<file path="src/rtl/serial_priority_encoder.sv">
// Drains a multi-hot request vector into one index beat per handshake, lowest index first.
// Optional out_count (population count of the captured vector) is enabled by SERIAL_ENC_COUNT_EN.
module serial_priority_encoder #(
  parameter int N = 3
) (
  input  logic               clk,
  input  logic               rst,
  input  logic               in_valid,
  output logic               in_ready,
  input  logic [(1<<N)-1:0]  in,
  output logic               out_valid,
  input  logic               out_ready,
  output logic [N-1:0]       out,
  output logic               out_last,
  output logic               out_none
`ifdef SERIAL_ENC_COUNT_EN
  ,
  output logic [N:0]         out_count
`endif
);

  localparam int M = 1 << N;
  localparam logic [M-1:0] ONE = {{(M-1){1'b0}}, 1'b1};

  typedef enum logic {IDLE, EMIT} state_t;

  state_t         state_q, state_d;
  logic [M-1:0]   pending_q, pending_d;
  logic           zero_q, zero_d;
  logic [N-1:0]   lowIdx;
  logic           isLast;

  // Scan from the top so the last hit wins, leaving the lowest set index.
  always_comb begin
    lowIdx = '0;
    for (int i = M - 1; i >= 0; i--) begin
      if (pending_q[i]) lowIdx = i[N-1:0];
    end
  end

  assign isLast = zero_q || ((pending_q != '0) && ((pending_q & (pending_q - ONE)) == '0));

  always_comb begin
    state_d   = state_q;
    pending_d = pending_q;
    zero_d    = zero_q;
    in_ready  = 1'b0;
    out_valid = 1'b0;
    out       = '0;
    out_last  = 1'b0;
    out_none  = 1'b0;
    case (state_q)
      IDLE: begin
        in_ready = !rst;
        if (in_valid) begin
          pending_d = in;
          zero_d    = (in == '0);
          state_d   = EMIT;
        end
      end
      EMIT: begin
        out_valid = 1'b1;
        out       = lowIdx;
        out_last  = isLast;
        out_none  = zero_q;
        if (out_ready) begin
          pending_d = pending_q & (pending_q - ONE);
          if (isLast) state_d = IDLE;
        end
      end
      default: state_d = IDLE;
    endcase
  end

  always_ff @(posedge clk) begin
    if (rst) begin
      state_q   <= IDLE;
      pending_q <= '0;
      zero_q    <= 1'b0;
    end else begin
      state_q   <= state_d;
      pending_q <= pending_d;
      zero_q    <= zero_d;
    end
  end

`ifdef SERIAL_ENC_COUNT_EN
  logic [N:0] count_q, count_d, popCnt;

  always_comb begin
    popCnt = '0;
    for (int i = 0; i < M; i++) begin
      popCnt = popCnt + {{N{1'b0}}, in[i]};
    end
  end

  assign count_d   = ((state_q == IDLE) && in_valid) ? popCnt : count_q;
  assign out_count = (state_q == EMIT) ? count_q : '0;

  always_ff @(posedge clk) begin
    if (rst) count_q <= '0;
    else     count_q <= count_d;
  end
`endif

endmodule

</file>
<file path="config.mk">
export PLATFORM = sky130hd
export DESIGN_NAME = serial_priority_encoder
export DESIGN_NICKNAME = d
export VERILOG_FILES = /design/src/rtl/serial_priority_encoder.sv
export SDC_FILE = /design/constraint.sdc
export NUM_CORES = 1
export LEC_CHECK = 0
export BUFFER_PORTS_ARGS = -buffer_cell sky130_fd_sc_hd__buf_2
export CAP_MARGIN = 20
export CORE_MARGIN = 5
export CORE_UTILIZATION = 49
export CTS_CLUSTER_DIAMETER = 80
export DETAILED_ROUTE_END_ITERATION = 12
export GPL_ROUTABILITY_DRIVEN = 0
export PLACE_DENSITY_LB_ADDON = 0.08
export SLEW_MARGIN = 20
export SYNTH_ARGS = -nofsm -noshare
export SYNTH_HDL_FRONTEND = slang
export SYNTH_SLANG_ARGS = --single-unit
</file>
<file path="constraint.sdc">
create_clock -name clk -period 1.9 [get_ports clk]
set_input_delay 0.285 -clock clk [delete_from_list [all_inputs] [get_ports clk]]
set_output_delay 0.285 -clock clk [all_outputs]
set_load 0.05 [all_outputs]
</file>
==> qor.csv, run 1 <==
metric;value;unit
status;complete, but fails checks;
violations;negative setup slack;
hold_buffers;0;
synth_compound_area_share;31.5;%
fp.coreArea;1320;sq um
min_period;2150;ps
path_cells;or4_4, o211ai_1, a21oi_2, o21a_2, buf_8;
synthSimpleGateAreaFrac;23.1;%
vias;764;
clock_sinks;10;
tns;-251;ps
crit_type;reg2out;
slowest_stage;or4_4;
synth_seq_cells;10;
max_freq;465;MHz
grt_overflow;0;
stdcell_area;877;sq um
start_util;52.2;%
worst_pin_slew;439;ps
grt_pass1_vias;664;
seqPwrFrac;35.6;%
final-seq-area;203;sq um
synth_area;688;sq um
wire_per_inst;14.3;um
routed_via_density;5.97;
cts-htree-levels;1;
syn_area_per_cell;8.10;sq um
postPlaceCellArea;805;sq um
synthCells;85;
total_power;0.676;mW
synth_nets;97;
synthMuxAreaShare;0;%
rsz0062_at_grt;true;
setup_viol;1;
cts.path.max_buffers;2;
synth-edff-count;0;
io_buffers;18;
power_frac_comb;34.4;%
power_density;771;nW/um^2
grt_pass1_wl;2910;um
hpwl;1360;um
track_usage;18.6;%
numCtsBuffers;3;
clk_pin_slew;70;ps
yosysUniqueCellTypes;38;
maxCapViolCount;0;
yosysWarnings;0;
worst-path-stages;5;
r2r_start;pending_q[0];
hold_ws;274;ps
synth.top_cell.area_share;29.1;%
dpl_worst_slack;-83.0;ps
rows;13;
p_int;0.441;mW
cts_tree;yes;
relSlewSlack;70.8;%
report.final.slew_viol_count;0;
die_area;2250;sq um
hp-class;in2reg;
clock_power_share;30.0;%
synth.area.top_cells;dfxtp_1 (29%), a21oi_1 (8.0%), clkbuf_8 (6.0%);
endpoint_kind;primary output;
crit_start;pending_q[0];
skew;2.50;ps
reg2regPathDepth;5;
ys_seq_area_share;29.1;%
synth.largest_area_cell;dfxtp_1;
syn_to_final_growth;27.5;%
die_w;47.5;um
mostFrequentLayoutCells;buf_2 (16), buf_4 (12), a21oi_1 (10);
drt_first_pass_iters;4;
io_pins;19;
multi_input_area;408;sq um
n_fill_cell;124;
synthAdderAreaFrac;1.45;%
cp.arrival;1870;ps
hold_violations;0;
grt_max_degree;14;
clk_latency;270;ps
nets;126;
drive_gt1_share;38.1;%
synthFlopType;dfxtp_1;
min_period_over_period;113;%
path_buf_inv;1;
critical-path-max-stage-delay;530;ps
switching_power;0.235;mW
wirelength;1830;um
cp_max_fo;5;
p_leak;0.405;nW
worst_setup_path_start_kind;flip-flop;
hold_depth;3;
vdd_drop_max;0.519;mV
drc_errors;0;
grt_antenna_before_repair;0;
n_antenna_cell;0;
drt_iter0_markers;45;
cts-root-buf;clkbuf_4;
antenna_left;0;
die_height;47.5;um
cp.required;1620;ps
synth_top_family_by_area;compound AO/OA/AOI/OAI gates;
swShare;34.8;%
min_from;in[5];
critical-path-top-delay-family;compound AO/OA/AOI/OAI gates;
layout_commonest_cell;buf_2;
async_flop_share;0;%
layout_setup_ws;-251;ps
synth_xor_area_share;1.27;%
layer usage:
| metal | part of all wire (%) | global-route usage, % | vias to the layer above |
|---|---|---|---|
| li1 | - | - | 377 |
| met1 | 45 | 25.8 | 345 |
| met2 | 46 | 26.7 | 37 |
| met3 | 6.3 | 2.63 | 5 |
| met4 | 2.0 | 12.2 | 0 |
| met5 | 0 | 0 | - |
cells in the mapped netlist (all sizes together) (2+ instances only):
library cell / number
o311a: 2
clkbuf: 3
nor2: 8
nand3: 2
nor4: 3
o21ai: 5
buf: 2
inv: 4
nor2b: 2
a21oi: 11
a22oi: 2
or4: 3
dfxtp: 10
nand2: 8
cell type report:
class,count,area share [%]
Multi-Input combinational cell,65,46.5
Inverter,4,1.71
Tap cell,15,2.14
Timing Repair Buffer,30,22.4
Sequential cell,10,23.1
Clock buffer,4,4.14
worst register-to-register path, delay by kind of cell (launching register included):
family	cells	cell delay, ps
flops	1	340
buf+inv	1	150
compound gates	1	60
simple gates	3	1030
worst paths after layout:
check | to | slack, ps
max reg2reg | pending_q[7] | 190
min | pending_q[5] | 270
max | out_last | -250
min reg2reg | zero_q | 480
timing repair:
action	CTS	global route
setup buffers	1	0
endpoints found under the setup margin	2	2
pin swaps	2	0
gates resized for setup	6	3
through the flow:
| stage | util [%] | instances |
|---|---|---|
| 3_3_place_gp | 61.1 | 123 |
| 5_1_grt | 66.6 | 128 |
| 6_report | 66.6 | 128 |
| 4_1_cts | 65.5 | 128 |
| 3_5_place_dp | 61.1 | 123 |
| 2_1_floorplan | - | 85 |
cells by family after synthesis:
group	count (synthesis)
and+or+nand+nor	31
xor gates and xnor gates	1
adders and majority gates	1
AOI/OAI and AO/OA	32
DFF	10
buffers and inverters	10
flip-flops by register name (all words and copies together), names as in the netlist:
name / cells
state_q: 1
pending_q: 8
zero_q: 1
power groups by stage:
stage,sequential [mW],clock [mW],combinational (mW)
after floorplan,0.248,0,0.148
after global placement,0.244,0,0.211
after detailed placement,0.245,0,0.212
after CTS,0.239,0.198,0.225
after global routing,0.243,0.213,0.251
final,0.240,0.203,0.233
No activity file was read; power rests on OpenSTA's default activity.
==> run 2, diff against run 1 <==
- CORE_UTILIZATION: 49 -> 48
- SETUP_SLACK_MARGIN: unset -> 0.15
==> run 2 against run 1 <==
  * The run still ends with negative setup slack left
  * Sequential power is 5% higher
  * Worst setup slack better by 29 ps
  * Worst hold slack worse by 15 ps
  * Maximum frequency is 1.4% higher
  * Combinational power is 16% higher
  * Via count is 1.3% higher
  * Largest cell class unchanged
==> qor.csv, run 2 (synthesis results as in run 1) <==
metric;value;unit;change
status;complete, but fails checks;;
violations;negative setup slack;;
cts-root-buf;clkbuf_4;;
top_register;pending_q;;
min_period;2120;ps;-28.9 ps
io_pins;19;;unchanged
endpoint_kind;primary output;;
r2r_end;pending_q[7];;
max_freq;471;MHz;+1.4%
drt_first_pass_iters;4;;unchanged
fin_util;71.4;%;+4.8 points
rsz0062_at_grt;true;;
grt_pass1_wl;3130;um;+7.6%
r2r_start;pending_q[3];;
drt_iter0_markers;20;;-56%
hold_violations;0;;unchanged
layout_setup_ws;-222;ps;+28.9 ps
start_util;51.6;%;-0.64 points
drive_gt1_share;45.2;%;+7.2 points
hold_depth;3;;unchanged
drc_errors;0;;unchanged
cts_tree;yes;;
grt_antenna_before_repair;0;;unchanged
cp_max_fo;3;;-2
hold_ws;259;ps;-15.3 ps
cts.path.max_buffers;2;;unchanged
numCtsBuffers;3;;unchanged
reg2regPathDepth;6;;+1
stdcell_area;952;sq um;+8.6%
die_w;47.9;um;+0.82%
nets;128;;+1.6%
reg_top3;pending_q x8, state_q x1, zero_q x1;;
mostFrequentLayoutCells;buf_2 (15), buf_4 (12), a21oi_1 (10);;
cp.arrival;1840;ps;-30 ps
dpl_worst_slack;-7.74;ps;+75.2 ps
clock_sinks;10;;unchanged
syn_to_final_growth;38.4;%;
antenna_left;0;;unchanged
vias;774;;+1.3%
skew;0.906;ps;-1.59 ps
holdPathEnd;pending_q[2];;
vdd_drop_max;0.487;mV;-6.1%
grt_overflow;0;;unchanged
routed_via_density;5.95;;-0.25%
n_antenna_cell;0;;unchanged
grt_max_degree;18;;+4
largest_reg_flops;8;;unchanged
hp-class;in2reg;;
relSlewSlack;70.6;%;-0.13 points
min_period_over_period;112;%;-1.5 points
power_density;758;nW/um^2;-1.6%
fp.coreArea;1330;sq um;+1.2%
report.final.slew_viol_count;0;;unchanged
cts-htree-levels;1;;unchanged
rows;13;;unchanged
die_area;2290;sq um;+1.6%
worst_pin_slew;441;ps;+1.99 ps
layout_commonest_cell;buf_2;;
ff2ff_setup_slack;60;ps;-130 ps
tns;-283;ps;-31.6 ps
clk_latency;270;ps;about the same
hpwl;1390;um;+2.1%
cp.required;1620;ps;about the same
wirelength;1990;um;+8.9%
crit_type;reg2out;;
io_buffers;18;;unchanged
die_height;47.9;um;+0.82%
maxCapViolCount;0;;unchanged
wire_per_inst;15.3;um;+7.2%
worst_setup_path_start_kind;flip-flop;;
setup_viol;2;;+1
clk_pin_slew;70;ps;about the same
n_fill_cell;124;;unchanged
p_leak;0.425;nW;+5.0%
track_usage;19.2;%;+0.60 points
postPlaceCellArea;813;sq um;+1.1%
grt_pass1_vias;749;;+13%
min_from;in[2];;
[run 2: how the worst max path moves through the flow]
stage / to / depth (start not counted) / start
6_report: out_last / 5 / pending_q[3]
5_1_grt: out_last / 6 / pending_q[0]
4_1_cts: out_last / 5 / pending_q[0]
3_5_place_dp: out_last / 5 / pending_q[0]
3_3_place_gp: out_last / 5 / pending_q[0]
2_1_floorplan: out_last / 5 / pending_q[0]
[run 2: what timing repair did]
item / CTS / global route
hold endpoints to repair: 0 / 0
pin swaps: 5 / 5
hold buffers: 0 / 0
buffers inserted: 2 / 3
resized for setup: 13 / 9
endpoints found under the setup margin: 4 / 5
[run 2: final cells by class]
type / instances / area, sq um / share of cell area (%)
multi-input cells: 65 / 443 / 46.5
repair buffers: 32 / 229 / 24.0
flip-flops and latches: 10 / 210 / 22.1
well taps: 15 / 18.8 / 1.97
clock buffers: 4 / 36.3 / 3.81
inverters: 4 / 15.0 / 1.58
[run 2: per-layer routing]
metal	wire [um]	up-vias	track usage [%]	share of wire (%)
met5	0	-	0	0
met2	929	24	31.7	47
met1	941	364	24.0	47
met4	12	0	8.06	0.60
met3	108	4	4.14	5.4
li1	-	382	-	-
[run 2: per-stage QoR]
step / cells / power, mW
3_3_place_gp: 121 / 0.462
4_1_cts: 127 / 0.689
6_report: 130 / 0.722
3_5_place_dp: 121 / 0.465
5_1_grt: 130 / 0.752
2_1_floorplan: 85 / 0.409
[run 2: worst max-delay path: stages (launching register included)]
cell      delay [ps]
dfxtp_2          340
or4_4            550
o211ai_1         230
a21oi_2          100
o21a_4           210
buf_8            140
[run 2: power by group]
group	switching (mW)	internal, mW
clock	0.0845	0.117
sequential	0.0270	0.224
combinational	0.137	0.133
